`src/rtl/pll_phase_pkg.sv`:
```
`default_nettype none
// ============================================================================
//  Module      : pll_phase_pkg
//  Description : Shared types, constants and phase arithmetic for the
//                PolarFire CCC/PLL phase-adjust sequencer.
//  Revision    : 1.0 - initial release
// ============================================================================
package pll_phase_pkg;

    // Width of the rotate-step count carried by a request.
    localparam int STEPS_W = 8;

    typedef enum logic [2:0] {
        PWRDN     = 3'd0,
        WAIT_LOCK = 3'd1,
        IDLE      = 3'd2,
        SETUP     = 3'd3,
        ROT_HI    = 3'd4,
        ROT_LO    = 3'd5,
        LOAD      = 3'd6,
        SETTLE    = 3'd7
    } state_t;

    // One rotate step on a position held modulo 'modulus'.
    function automatic int phase_next(input int pos, input logic advance, input int modulus);
        if (advance) begin
            return (pos >= modulus - 1) ? 0 : pos + 1;
        end
        return (pos == 0) ? modulus - 1 : pos - 1;
    endfunction

endpackage
`default_nettype wire

```
`src/rtl/pll_phase_ctrl_lock_filter.sv`:
```
`default_nettype none
// ============================================================================
//  Module      : pll_lock_filter
//  Description : Two-flop synchroniser for the raw PLL lock followed by a
//                consecutive-high counter. Produces a qualified lock, a
//                one-cycle "lock acquired this edge" strobe and a one-cycle
//                lock-loss pulse.
//  Revision    : 1.0 - initial release
// ============================================================================
module pll_lock_filter #(
    parameter int FILTER_CYC = 16
) (
    input  logic clk,
    input  logic rst_n,
    input  logic enable,
    input  logic lock_raw,
    output logic locked,
    output logic lock_acq,
    output logic lock_lost
);

    localparam int               CNT_W    = $clog2(FILTER_CYC + 1);
    localparam logic [CNT_W-1:0] CNT_LAST = CNT_W'(FILTER_CYC - 1);

    logic             sync_q1;
    logic             sync_q2;
    logic [CNT_W-1:0] cnt;

    // Synchroniser; held clear while the PLL is powered down so the
    // latency is seen again once power-up begins.
    always_ff @(posedge clk or negedge rst_n) begin
        if (!rst_n) begin
            sync_q1 <= 1'b0;
            sync_q2 <= 1'b0;
        end else if (!enable) begin
            sync_q1 <= 1'b0;
            sync_q2 <= 1'b0;
        end else begin
            sync_q1 <= lock_raw;
            sync_q2 <= sync_q1;
        end
    end

    // The edge that consumes the last required high sample declares lock.
    assign lock_acq  = enable && sync_q2 && !locked && (cnt == CNT_LAST);
    assign lock_lost = enable && locked && !sync_q2;

    // Consecutive-high counter; any low sample restarts it and drops lock.
    always_ff @(posedge clk or negedge rst_n) begin
        if (!rst_n) begin
            cnt    <= '0;
            locked <= 1'b0;
        end else if (!enable || !sync_q2) begin
            cnt    <= '0;
            locked <= 1'b0;
        end else if (lock_acq) begin
            locked <= 1'b1;
        end else if (!locked) begin
            cnt <= cnt + 1'b1;
        end
    end

endmodule
`default_nettype wire

```
`src/rtl/pll_phase_ctrl.sv`:
```
`default_nettype none
// ============================================================================
//  Module      : pll_phase_ctrl
//  Description : Drives the dynamic phase-adjust and power-down pins of a
//                PolarFire CCC/PLL for up to four outputs. Powers the PLL up,
//                qualifies lock, runs multi-step rotate requests and tracks
//                each output's phase position modulo one period.
//  Revision    : 1.0 - initial release
// ============================================================================
module pll_phase_ctrl
    import pll_phase_pkg::*;
#(
    parameter int NUM_OUT         = 4,
    parameter int PHASE_MOD       = 32,
    parameter int PHASE_CNT_W     = $clog2(PHASE_MOD),  // derived, leave at default
    parameter int PWRDN_CYC       = 16,
    parameter int LOCK_FILTER_CYC = 16,
    parameter int ROT_HI_CYC      = 2,
    parameter int ROT_LO_CYC      = 2,
    parameter int SETTLE_CYC      = 4
) (
    input  logic                           CLK,
    input  logic                           RESET_N,
    input  logic                           PLL_LOCK,
    input  logic                           REQ_VALID,
    output logic                           REQ_READY,
    input  logic [NUM_OUT-1:0]             REQ_SEL,
    input  logic                           REQ_DIR,
    input  logic [STEPS_W-1:0]             REQ_STEPS,
    input  logic                           ERR_CLR,
    output logic                           PLL_POWERDOWN_N,
    output logic [NUM_OUT-1:0]             PHASE_OUT_SEL,
    output logic                           PHASE_DIRECTION,
    output logic                           PHASE_ROTATE,
    output logic                           LOAD_PHASE_N,
    output logic [NUM_OUT*PHASE_CNT_W-1:0] PHASE_POS,
    output logic                           LOCKED,
    output logic                           BUSY,
    output logic                           DONE,
    output logic                           ERR
);

    localparam int               TMR_W       = 16;
    localparam logic [TMR_W-1:0] PWRDN_LAST  = TMR_W'(PWRDN_CYC - 1);
    localparam logic [TMR_W-1:0] ROT_HI_LAST = TMR_W'(ROT_HI_CYC - 1);
    localparam logic [TMR_W-1:0] ROT_LO_LAST = TMR_W'(ROT_LO_CYC - 1);
    localparam logic [TMR_W-1:0] SETTLE_LAST = TMR_W'(SETTLE_CYC - 1);

    state_t               state,         state_nxt;
    logic [TMR_W-1:0]     tmr,           tmr_nxt;
    logic [STEPS_W-1:0]   steps_rem,     steps_nxt;
    logic [NUM_OUT-1:0]   sel_q,         sel_nxt;
    logic                 dir_q,         dir_nxt;
    logic                 pd_n_q,        pd_n_nxt;
    logic [NUM_OUT-1:0]   out_sel_q,     out_sel_nxt;
    logic                 direction_q,   direction_nxt;
    logic                 rotate_q,      rotate_nxt;
    logic                 load_n_q,      load_n_nxt;
    logic                 done_q,        done_nxt;
    logic                 err_q,         err_nxt;
    logic                 pos_step;
    logic                 pos_clear;

    logic                 filt_locked;
    logic                 lock_acq;
    logic                 lock_lost_raw;
    logic                 lock_lost;

    pll_lock_filter #(
        .FILTER_CYC (LOCK_FILTER_CYC)
    ) u_lock_filter (
        .clk        (CLK),
        .rst_n      (RESET_N),
        .enable     (state != PWRDN),
        .lock_raw   (PLL_LOCK),
        .locked     (filt_locked),
        .lock_acq   (lock_acq),
        .lock_lost  (lock_lost_raw)
    );

    // Lock loss only matters once the sequencer has reached IDLE.
    assign lock_lost = lock_lost_raw && (state != PWRDN) && (state != WAIT_LOCK);

    // State and registered pin drivers.
    always_ff @(posedge CLK or negedge RESET_N) begin
        if (!RESET_N) begin
            state       <= PWRDN;
            tmr         <= '0;
            steps_rem   <= '0;
            sel_q       <= '0;
            dir_q       <= 1'b0;
            pd_n_q      <= 1'b0;
            out_sel_q   <= '0;
            direction_q <= 1'b0;
            rotate_q    <= 1'b0;
            load_n_q    <= 1'b1;
            done_q      <= 1'b0;
            err_q       <= 1'b0;
        end else begin
            state       <= state_nxt;
            tmr         <= tmr_nxt;
            steps_rem   <= steps_nxt;
            sel_q       <= sel_nxt;
            dir_q       <= dir_nxt;
            pd_n_q      <= pd_n_nxt;
            out_sel_q   <= out_sel_nxt;
            direction_q <= direction_nxt;
            rotate_q    <= rotate_nxt;
            load_n_q    <= load_n_nxt;
            done_q      <= done_nxt;
            err_q       <= err_nxt;
        end
    end

    // Next state and next pin values; pins are decoded from the next state
    // so they change on the same edge the state does.
    always_comb begin
        state_nxt     = state;
        tmr_nxt       = tmr + 1'b1;
        steps_nxt     = steps_rem;
        sel_nxt       = sel_q;
        dir_nxt       = dir_q;
        pd_n_nxt      = pd_n_q;
        out_sel_nxt   = out_sel_q;
        direction_nxt = direction_q;
        rotate_nxt    = 1'b0;
        load_n_nxt    = 1'b1;
        done_nxt      = 1'b0;
        pos_step      = 1'b0;
        pos_clear     = 1'b0;

        case (state)
            PWRDN: begin
                if (tmr == PWRDN_LAST) begin
                    state_nxt = WAIT_LOCK;
                    tmr_nxt   = '0;
                    pd_n_nxt  = 1'b1;
                end
            end
            WAIT_LOCK: begin
                tmr_nxt = '0;
                if (lock_acq) begin
                    state_nxt = IDLE;
                end
            end
            IDLE: begin
                tmr_nxt = '0;
                if (REQ_VALID) begin
                    sel_nxt   = REQ_SEL;
                    dir_nxt   = REQ_DIR;
                    steps_nxt = REQ_STEPS;
                    if ((REQ_STEPS == '0) || (REQ_SEL == '0)) begin
                        done_nxt = 1'b1;
                    end else begin
                        state_nxt     = SETUP;
                        out_sel_nxt   = REQ_SEL;
                        direction_nxt = REQ_DIR;
                    end
                end
            end
            SETUP: begin
                state_nxt  = ROT_HI;
                tmr_nxt    = '0;
                rotate_nxt = 1'b1;
            end
            ROT_HI: begin
                rotate_nxt = 1'b1;
                if (tmr == ROT_HI_LAST) begin
                    state_nxt  = ROT_LO;
                    tmr_nxt    = '0;
                    rotate_nxt = 1'b0;
                end
            end
            ROT_LO: begin
                if (tmr == ROT_LO_LAST) begin
                    tmr_nxt   = '0;
                    pos_step  = 1'b1;
                    steps_nxt = steps_rem - 1'b1;
                    if (steps_rem == STEPS_W'(1)) begin
                        state_nxt  = LOAD;
                        load_n_nxt = 1'b0;
                    end else begin
                        state_nxt  = ROT_HI;
                        rotate_nxt = 1'b1;
                    end
                end
            end
            LOAD: begin
                state_nxt   = SETTLE;
                tmr_nxt     = '0;
                out_sel_nxt = '0;
            end
            SETTLE: begin
                if (tmr == SETTLE_LAST) begin
                    state_nxt = IDLE;
                    tmr_nxt   = '0;
                    done_nxt  = 1'b1;
                end
            end
            default: begin
                state_nxt = PWRDN;
                tmr_nxt   = '0;
            end
        endcase

        // Lock loss aborts whatever is in flight and parks the pins safely.
        if (lock_lost) begin
            state_nxt   = WAIT_LOCK;
            tmr_nxt     = '0;
            rotate_nxt  = 1'b0;
            out_sel_nxt = '0;
            load_n_nxt  = 1'b1;
            done_nxt    = 1'b0;
            pos_step    = 1'b0;
            pos_clear   = 1'b1;
        end

        // Sticky error; a simultaneous loss outranks the clear.
        err_nxt = (err_q && !ERR_CLR) || lock_lost;
    end

    // Per-output phase position tracker.
    for (genvar i = 0; i < NUM_OUT; i++) begin : g_pos
        logic [PHASE_CNT_W-1:0] pos_q;

        // Step selected outputs at the end of each rotate; clear on lock loss.
        always_ff @(posedge CLK or negedge RESET_N) begin
            if (!RESET_N) begin
                pos_q <= '0;
            end else if (pos_clear) begin
                pos_q <= '0;
            end else if (pos_step && sel_q[i]) begin
                pos_q <= PHASE_CNT_W'(phase_next(int'(pos_q), dir_q, PHASE_MOD));
            end
        end

        assign PHASE_POS[i*PHASE_CNT_W +: PHASE_CNT_W] = pos_q;
    end

    assign REQ_READY       = (state == IDLE);
    assign BUSY            = (state != IDLE);
    assign LOCKED          = filt_locked;
    assign PLL_POWERDOWN_N = pd_n_q;
    assign PHASE_OUT_SEL   = out_sel_q;
    assign PHASE_DIRECTION = direction_q;
    assign PHASE_ROTATE    = rotate_q;
    assign LOAD_PHASE_N    = load_n_q;
    assign DONE            = done_q;
    assign ERR             = err_q;

endmodule
`default_nettype wire
```
`config.mk`:
```
export PLATFORM = sky130hd
export DESIGN_NAME = pll_phase_ctrl
export DESIGN_NICKNAME = d
export VERILOG_FILES = /design/src/rtl/pll_phase_pkg.sv /design/src/rtl/pll_phase_ctrl_lock_filter.sv /design/src/rtl/pll_phase_ctrl.sv
export SDC_FILE = /design/constraint.sdc
export NUM_CORES = 1
export LEC_CHECK = 0
export ABC_AREA = 1
export ABC_CLOCK_PERIOD_IN_PS = 2500
export CAP_MARGIN = 5
export CORE_ASPECT_RATIO = 1.4
export CORE_MARGIN = 4
export CORE_UTILIZATION = 55
export DETAILED_ROUTE_END_ITERATION = 8
export GPL_TIMING_DRIVEN = 0
export HOLD_SLACK_MARGIN = 0.06
export PLACE_DENSITY = 0.79
export SETUP_SLACK_MARGIN = 0.15
export SLEW_MARGIN = 20
export SYNTH_ARGS = -nofsm -noshare
export SYNTH_HDL_FRONTEND = slang
export SYNTH_HIERARCHICAL = 1
export SYNTH_SLANG_ARGS = --single-unit
```
`constraint.sdc`:
```
create_clock -name CLK -period 2.5 [get_ports CLK]
set_clock_uncertainty 0.2 [all_clocks]
set_input_delay 0.5 -clock CLK [delete_from_list [all_inputs] [get_ports CLK]]
set_output_delay 0.5 -clock CLK [all_outputs]
set_load 0.1 [all_outputs]
```
==> results.cfg <==
[status]
status = finished clean

[timing]
min_period_ns = 2.30
timing.final.setup_violations = 0
worstMarginPinSlew_ns = 0.960
fin_ws_ns = 0.204
hold_violations = 0
fin_crit_sh_pct = 91.8
slew_viol_final = 0
rsz0062_at_grt = no
clock.fmax_ghz = 0.436
max-slew-margin-rel_pct = 36.3

[placement]
dp_hpwl_mm = 7.55
place_inst = 729
portBuffers = 50
pre_cts_slack_ns = -0.296
globalplace.congestion = 0.902
place_area_sq_mm = 0.00501

[global_routing]
gr-usage-met3_pct = 4.26
antenna_found_initial = 0
grt_pass1_vias = 3839
grt_use_met2_pct = 40.6
grt_overflow = 0
top_usage_layer = met2
grt_pass1_wl_mm = 17.0
grtUsageTotal_pct = 22.2
grt_start_max_net_pins = 39
gr-usage-met1_pct = 24.8

[synthesis]
synth_compound_area_share_pct = 11.8
syn_nets = 614
synth-edff-count = 0
syn_avg_cell_area_sq_um = 7.55
synth_top_family_by_area = simple AND/OR/NAND/NOR gates
synthXorXnorAreaFrac_pct = 3.61
synth_fa_ha_area_share_pct = 5.16
synth_seq_cells = 70
async_flop_share_pct = 100
synth.top_cells.by_area = dfrtp_1, nand2_1, nor2_1, inv_1, ha_1
synth_area_sq_mm = 0.00437
synth_top_flop_cell = dfrtp_1
synth_top_area_share_pct = 39.5
synthSimpleGateAreaFrac_pct = 30.3
synth-seq-area-share_pct = 40.1
netlist_instances = 578
synth_cell_type_count = 44
muxShareOfSynthArea_pct = 0.229
synth_top_cell_by_area = dfrtp_1
ys_warn_count = 6

[setup_path]
crit_required_ns = 1.80
r2r_slack_ns = 0.32
slowest_delay_ns = 0.86
crit_type = flop to primary output
arrival_ns = 1.60
crit_buf_inv = 1
crit_path_top_delay_cell = dlygate4sd2_1
cp-start-kind = flop
crit_chain = dlygate4sd2_1
crit_fanout = 2
cp_top_family = buffers and inverters
worstSetupEndpointType = primary output

[power_and_ir_drop]
peakVddDrop_uv = 564
power_frac_comb_pct = 52.6
sw_frac_of_total_pct = 49.3
p_switching_w = 0.00275
powerDensity_mw_per_mm2 = 1060
leakagePower_nw = 2.54
seqPwrFrac_pct = 29.1
p_int_w = 0.00283
power.share.clock_pct = 18.3
total_power_w = 0.00558

[clocking]
cts_max_level = 3
clockBufferDepth = 2
clkLatencyLatePin_ns = 0.35
cts_tree = built
cts-root-buf = clkbuf_8
numCtsBuffers = 9
clk_pin_slew_worst_paths_ns = 0.08
cts.sinks = 70

[finish]
area_growth_pct = 21.0
nets = 682
instances_no_fill = 751
design_area_sq_mm = 0.00528
final_core_util_pct = 68.2
diodes = 0
drive_gt1_share_pct = 15.1

[die]
core_sq_mm = 0.00775
pin_count = 51
initial_utilization_pct = 56.3
rows = 38
dieArea_sq_mm = 0.00945
die_w_um = 83.3
die-height_um = 113

[route]
dr.first_iter.drc_count = 254
drt_first_pass_iters = 5
wl_per_cell_um = 13.1
vias = 3980
drc_errors = 0
viasPerCell = 5.30
ant_nets = 0
drt-total-wl_mm = 9.87

[job]
cap_violations = 0

[min_path]
min_path_type = flop to flop
## cells by family (layout without fill, tap and decap cells)
family | after synthesis | after routing
mux | 1 | 1
xor+xnor | 18 | 18
compound gates | 88 | 88
flops | 70 | 70
fa+ha+maj | 18 | 18
simple gates | 295 | 295
buf+inv | 88 | 161
## sequential cells by signal, summed over array words and instances, names as in the netlist
register / cells
g_pos.pos_q: 20
tmr: 16
steps_rem: 8
u_lock_filter/cnt: 5
PHASE_OUT_SEL: 4
sel_q: 4
state: 3
DONE: 1
ERR: 1
LOAD_PHASE_N: 1
PHASE_DIRECTION: 1
PHASE_ROTATE: 1
PLL_POWERDOWN_N: 1
dir_q: 1
u_lock_filter/locked: 1
u_lock_filter/sync_q1: 1
u_lock_filter/sync_q2: 1
## metrics by stage
stage | setup TNS [ns] | hold slack, ns
after detailed placement | -0.443 | 0.220
final | 0 | 0.240
after CTS | 0 | 0.238
after global routing | 0 | 0.297
after floorplan | 0 | 0.00441
after global placement | -113.85 | 0.217
## layout make-up
cell class | instances | area (sq um)
clock inverter | 6 | 85.1
tap | 100 | 125
multi-input combinational | 420 | 2260
inverter | 76 | 292
timing repair buffer | 57 | 539
fill | 639 | 2470
buffer | 12 | 92.6
clock buffer | 10 | 138
sequential | 70 | 1750
## synthesized netlist by cell type, types with 3 or more instances
| master | count |
|---|---|
| or2_2 | 4 |
| o21ai_1 | 6 |
| buf_6 | 5 |
| xor2_1 | 14 |
| dfrtp_1 | 69 |
| nand2_1 | 132 |
| nand3_1 | 38 |
| a21oi_1 | 12 |
| nand3b_1 | 3 |
| inv_1 | 68 |
| o211ai_1 | 4 |
| o21ai_0 | 44 |
| ha_1 | 18 |
| nor2_2 | 6 |
| xnor2_1 | 4 |
| nor3_1 | 10 |
| nand2_2 | 5 |
| a31oi_1 | 3 |
| nor2_1 | 80 |
| nand4_1 | 7 |
| inv_2 | 6 |
| o22ai_1 | 7 |
| nor2_4 | 3 |
| o21ai_2 | 5 |
## path summary, 6_finish.rpt
path                                         endpoint  cells past startpoint             startpoint
worst max-delay path                  PHASE_DIRECTION                      1        PHASE_DIRECTION
worst min-delay path            u_lock_filter/sync_q2                      2  u_lock_filter/sync_q1
worst max register to register      g_pos[0].pos_q[1]                     13               state[1]
worst min register to register  u_lock_filter/sync_q2                      2  u_lock_filter/sync_q1
max in group asynchronous                    state[0]                      3                RESET_N
min in group asynchronous           g_pos[3].pos_q[1]                      2                RESET_N
## power groups by stage
stage,clock network [W],logic [W],registers (W)
2_1_floorplan,0,0.00161,0.00233
3_3_place_gp,0,0.00290,0.00162
3_5_place_dp,0,0.00296,0.00164
4_1_cts,0.00105,0.00292,0.00162
5_1_grt,0.00110,0.00321,0.00166
6_report,0.00102,0.00294,0.00163
## what timing repair did
action / 4_1_cts / 5_1_grt
hold buffers: 1 / 0
pin swaps: 0 / 2
resized for setup: 72 / 17
gates cloned: 0 / 0
setup buffers: 0 / 5
endpoints found under the hold margin: 31 / 0
setup endpoints to repair: 35 / 34
## cells in the final DEF, fill, tap and decap left out, types with 3 or more instances in the layout
cell	Yosys	final
clkdlybuf4s50_1	0	16
nor2_4	3	4
inv_2	6	6
a21oi_1	12	11
or2_2	4	4
nand2_2	5	5
inv_1	68	67
o21ai_1	6	6
nor2_2	6	9
o22ai_1	7	7
clkdlybuf4s15_1	0	4
nor3_1	10	10
nand4_1	7	7
clkinv_2	1	3
clkbuf_8	0	10
nor2_1	80	76
ha_1	18	18
xnor2_1	4	4
o211ai_1	4	4
buf_6	5	6
clkdlybuf4s15_2	0	11
nand2_1	132	132
nand3b_1	3	3
xor2_1	14	14
buf_4	2	9
o21ai_0	44	44
dlygate4sd2_1	0	11
nand3_1	38	38
clkbuf_2	0	5
o21ai_2	5	4
a31oi_1	3	3
dfrtp_1	69	68
## layer usage
| metal | vias up | part of all wire, % |
|---|---|---|
| met1 | 1887 | 40 |
| met4 | 0 | 2.0 |
| met5 | - | 0 |
| li1 | 1996 | - |
| met2 | 78 | 55 |
| met3 | 19 | 3.6 |
(Power assumes the default switching activity.)
==> RTL change 1 (same settings) <==
Change the parameter `NUM_OUT` from 4 to 8.
--- a/src/rtl/pll_phase_ctrl.sv
+++ b/src/rtl/pll_phase_ctrl.sv
@@ -11,5 +11,5 @@
     import pll_phase_pkg::*;
 #(
-    parameter int NUM_OUT         = 4,
+    parameter int NUM_OUT         = 8,
     parameter int PHASE_MOD       = 32,
     parameter int PHASE_CNT_W     = $clog2(PHASE_MOD),  // derived, leave at default
Ports: changed (resized PHASE_OUT_SEL, PHASE_POS and REQ_SEL); port bits go from 51 to 79. No check against the original RTL was run, so the function may have changed too.
==> RTL change 1 against the original RTL <==
  * Cell area is 44% higher
  * Sequential cell count is 28 higher
  * Highest routed layer unchanged
  * Synthesized area is 41% higher
  * Register-to-register slack worse by 60 ps
  * Critical path depth stayed put
  * Utilization is 1.5 points higher
  * Fmax is 0.72% lower
  * Critical endpoint is now PHASE_POS[26]
  * Via count is 53% higher
  * Worst setup slack worse by 17 ps
  * Die area is 37% higher
  * Total power is 64% higher
  * Routed wire length is 72% higher
==> RTL change 1: results (changes against the original RTL) <==
most frequent cells after synthesis 176 x nand2_1, 103 x inv_1, 101 x nor2_1 (was 132 x nand2_1, 80 x nor2_1, 69 x dfrtp_1); routed length on met2 8670 um (was 5380 um); Met1 Wirelength 6660 um (was 3930 um); multi-input gates 600 (was 420); first-pass GRT wire length 28100 um (was 17000 um); Site Rows 45 (was 38); largest cells by area after synthesis dfrtp_1 39%, nand2_1 11%, o21ai_0 7.2% (was dfrtp_1 40%, nand2_1 11%, nor2_1 6.9%); worst reg-to-reg setup slack 260 ps (was 320 ps); sequential fraction of the synthesis area 39.9% (was 40.1%); Hold WS 239 ps (was 240 ps); status finished clean (unchanged); RePlAce Congestion 0.920 (was 0.902); leakage 3.65 nW (was 2.54 nW); vias in the first global route 5993 (was 3839); crit path capture PHASE_POS[26] (was PHASE_DIRECTION); Top Registers g_pos.pos_q: 40 flops, tmr: 16 flops (was g_pos.pos_q: 20 flops, tmr: 16 flops, steps_rem: 8 flops); WL met3 1050 um (was 352 um); compound-cell area share of the yosys netlist 14.6% (was 11.8%); Post-Syn Nets 875 (was 614); clk tree area frac 4.03% (was 4.22%); Inverters 109 (was 76); buffer share of cell area 12.3% (was 12.0%); XOR/XNOR Fraction of Synth Area 3.70% (was 3.61%); Adder-Cell Fraction of Synth Area 6.10% (was 5.16%); Non-clk bufs 111 (was 69); mux share of post-synthesis cell area 0.488% (was 0.229%); Total GRT Usage 26.2% (was 22.2%)
## RTL change 1: changes by cell type after synthesis, sizes merged, moves of 5 or more
cell	delta
o21ai	+49
nand2	+42
inv	+33
dfrtp	+28
nand3	+17
nor2	+17
ha	+12
o22ai	+8
a21oi	+7
xor2	+6
clkbuf	+5
## RTL change 1: power groups by stage
stage               Clock, W  Sequential, W  Combinational (W)
floorplan                  0        0.00408            0.00234
global placement           0        0.00244            0.00513
detailed placement         0        0.00246            0.00526
CTS                  0.00144        0.00243            0.00520
global route         0.00151        0.00251            0.00571
finish               0.00142        0.00245            0.00528
## RTL change 1: per-stage QoR
step                setup TNS [ps]  power, W  utilization (%)  instances
floorplan                    -2670   0.00641                -        823
global placement           -290610   0.00757             65.2       1042
detailed placement          -10080   0.00772             65.5       1043
CTS                              0   0.00907             68.8       1063
global route                     0   0.00973             69.7       1075
finish                           0   0.00915             69.7       1075
==> RTL change 2 (same settings) <==
Without the edit above. Make the reset (`RESET_N` and `rst_n`) synchronous in 4 clocked blocks.
--- a/src/rtl/pll_phase_ctrl_lock_filter.sv
+++ b/src/rtl/pll_phase_ctrl_lock_filter.sv
@@ -29,5 +29,5 @@
     // Synchroniser; held clear while the PLL is powered down so the
     // latency is seen again once power-up begins.
-    always_ff @(posedge clk or negedge rst_n) begin
+    always_ff @(posedge clk) begin
         if (!rst_n) begin
             sync_q1 <= 1'b0;
@@ -47,5 +47,5 @@
 
     // Consecutive-high counter; any low sample restarts it and drops lock.
-    always_ff @(posedge clk or negedge rst_n) begin
+    always_ff @(posedge clk) begin
         if (!rst_n) begin
             cnt    <= '0;
--- a/src/rtl/pll_phase_ctrl.sv
+++ b/src/rtl/pll_phase_ctrl.sv
@@ -83,5 +83,5 @@
 
     // State and registered pin drivers.
-    always_ff @(posedge CLK or negedge RESET_N) begin
+    always_ff @(posedge CLK) begin
         if (!RESET_N) begin
             state       <= PWRDN;
@@ -225,5 +225,5 @@
 
         // Step selected outputs at the end of each rotate; clear on lock loss.
-        always_ff @(posedge CLK or negedge RESET_N) begin
+        always_ff @(posedge CLK) begin
             if (!RESET_N) begin
                 pos_q <= '0;
Formal check against the unedited RTL: same outputs for any inputs over 10 cycles, from zero or initial values and one cycle with RESET_N low; that may be too few to reach the edited logic, so the function may still have changed.
==> RTL change 2 against the original RTL <==
  * Sequential cell count did not move
  * Worst setup slack got worse by 22 ps
  * Utilization shrank 1.5 points
  * Non-clock buffer count decreased by 8
  * Critical endpoint is now PHASE_POS[1]
  * Routed wire length is 0.64% higher
  * Synthesized area shrank 5.9%
  * Cell area fell by 7.7%
Power is not compared: it rests on default switching activity, and its combinational part moved more than twofold at a synthesized area within 25%.
==> RTL change 2: results (changes against the original RTL) <==
status finished clean (unchanged); routed vias/inst 5.36 (was 5.30); worst reg-to-reg setup slack 320 ps (about the same); Total GRT Usage 23.7% (was 22.2%); Async SR Flop Fraction 0% (was 100%); Hold Crit Endpoint u_lock_filter/sync_q2$_SDFF_PN0_ (was u_lock_filter/sync_q2$_DFF_PN0_); Met1 Wirelength 3940 um (was 3930 um); Hold WS 211 ps (was 240 ps); Hold Path Class reg2reg (unchanged); DP HPWL 7620 um (was 7550 um); sequential fraction of the synthesis area 34.1% (was 40.1%); met1 GRT Util 25.4% (was 24.8%); WL met3 385 um (was 352 um); vias in the first global route 3904 (was 3839); DRC Markers 0 (unchanged); compound-cell area share of the yosys netlist 14.6% (was 11.8%); Final nets 702 (was 682); Adder-Cell Fraction of Synth Area 5.48% (was 5.16%); Port Buffers 50 (unchanged); worst r2r src state[0]$_SDFFE_PN0P_ (was state[1]$_DFFE_PN0P_); GR Util met2 45.1% (was 40.6%); mux share of post-synthesis cell area 0% (was 0.229%); largest cells by area after synthesis dfxtp_1 34%, nand2_1 12%, nor2_1 7.1% (was dfrtp_1 40%, nand2_1 11%, nor2_1 6.9%); hold path start u_lock_filter/sync_q1$_SDFF_PN0_ (was u_lock_filter/sync_q1$_DFF_PN0_); Root Driver clkbuf_8 (unchanged); first-pass GRT wire length 16800 um (was 17000 um); cells on worst reg2reg path 10 (was 13); Critical Path Fanout Max 4 (was 2); XOR/XNOR Fraction of Synth Area 4.69% (was 3.61%); worst slew pin tran 988 ps (was 960 ps); Critical Path AT 1620 ps (was 1600 ps); r2r endpoint DONE$_SDFF_PP0_ (was g_pos[0].pos_q[1]$_DFFE_PN0P_); crit path capture PHASE_POS[1] (was PHASE_DIRECTION); Top FF cell, synth dfxtp_1 (was dfrtp_1); layout cells sized above 1 11.0% (was 15.1%); Post-Syn Nets 640 (was 614); Netlist cell types 40 (was 44); largest net degree at the start of global routing 11 (was 39); Slowest Stage Delay on Critical Path 880 ps (was 860 ps); Avg WL per Cell 12.9 um (was 13.1 um); routed length on met2 5430 um (was 5380 um); Sw Pwr 0.000455 W; initial DRC count 172 (was 254); CP startpoint g_pos[0].pos_q[1]$_SDFFE_PP0P_ (was PHASE_DIRECTION$_DFFE_PN0P_); RePlAce Congestion 0.890 (was 0.902); combinational power share 4.6%; met3 Resource Use GR 3.74% (was 4.26%); delay-heaviest family, CP buffers and inverters (unchanged); drt first pass iters 4 (was 5); initial antenna violation count 0 (unchanged); most frequent cells after synthesis 129 x nand2_1, 78 x nor2_1, 70 x dfxtp_1 (was 132 x nand2_1, 80 x nor2_1, 69 x dfrtp_1); Fillers 703 (was 639)
==> RTL change 2: timing repair <==
action                                 4_1_cts  5_1_grt
setup endpoints to repair                   43       43
endpoints found under the hold margin        0        0
buffers inserted                             0        1
pin swaps                                    0        1
resized for setup                           54       17
==> RTL change 2: stage by stage <==
step           worst slack (ps)  power [W]  area, sq um  std cells
3_3_place_gp               -225    0.00124         4750        751
4_1_cts                     152    0.00204         4880        766
5_1_grt                     133    0.00210         4880        767
2_1_floorplan               156    0.00119         4120        604
6_report                    182    0.00203         4880        767
3_5_place_dp               -226    0.00124         4750        751
==> RTL change 2: area by class of cell <==
type                            instances  share of cell area, %
Clock buffer                           14                   3.33
Buffer                                 10                   1.18
Sequential cell                        70                   28.9
Inverter                               70                   5.49
Timing Repair Buffer                   51                   9.23
Multi-Input combinational cell        454                   49.3
Tap cell                               97                   2.49
Clock inverter                          1                  0.103
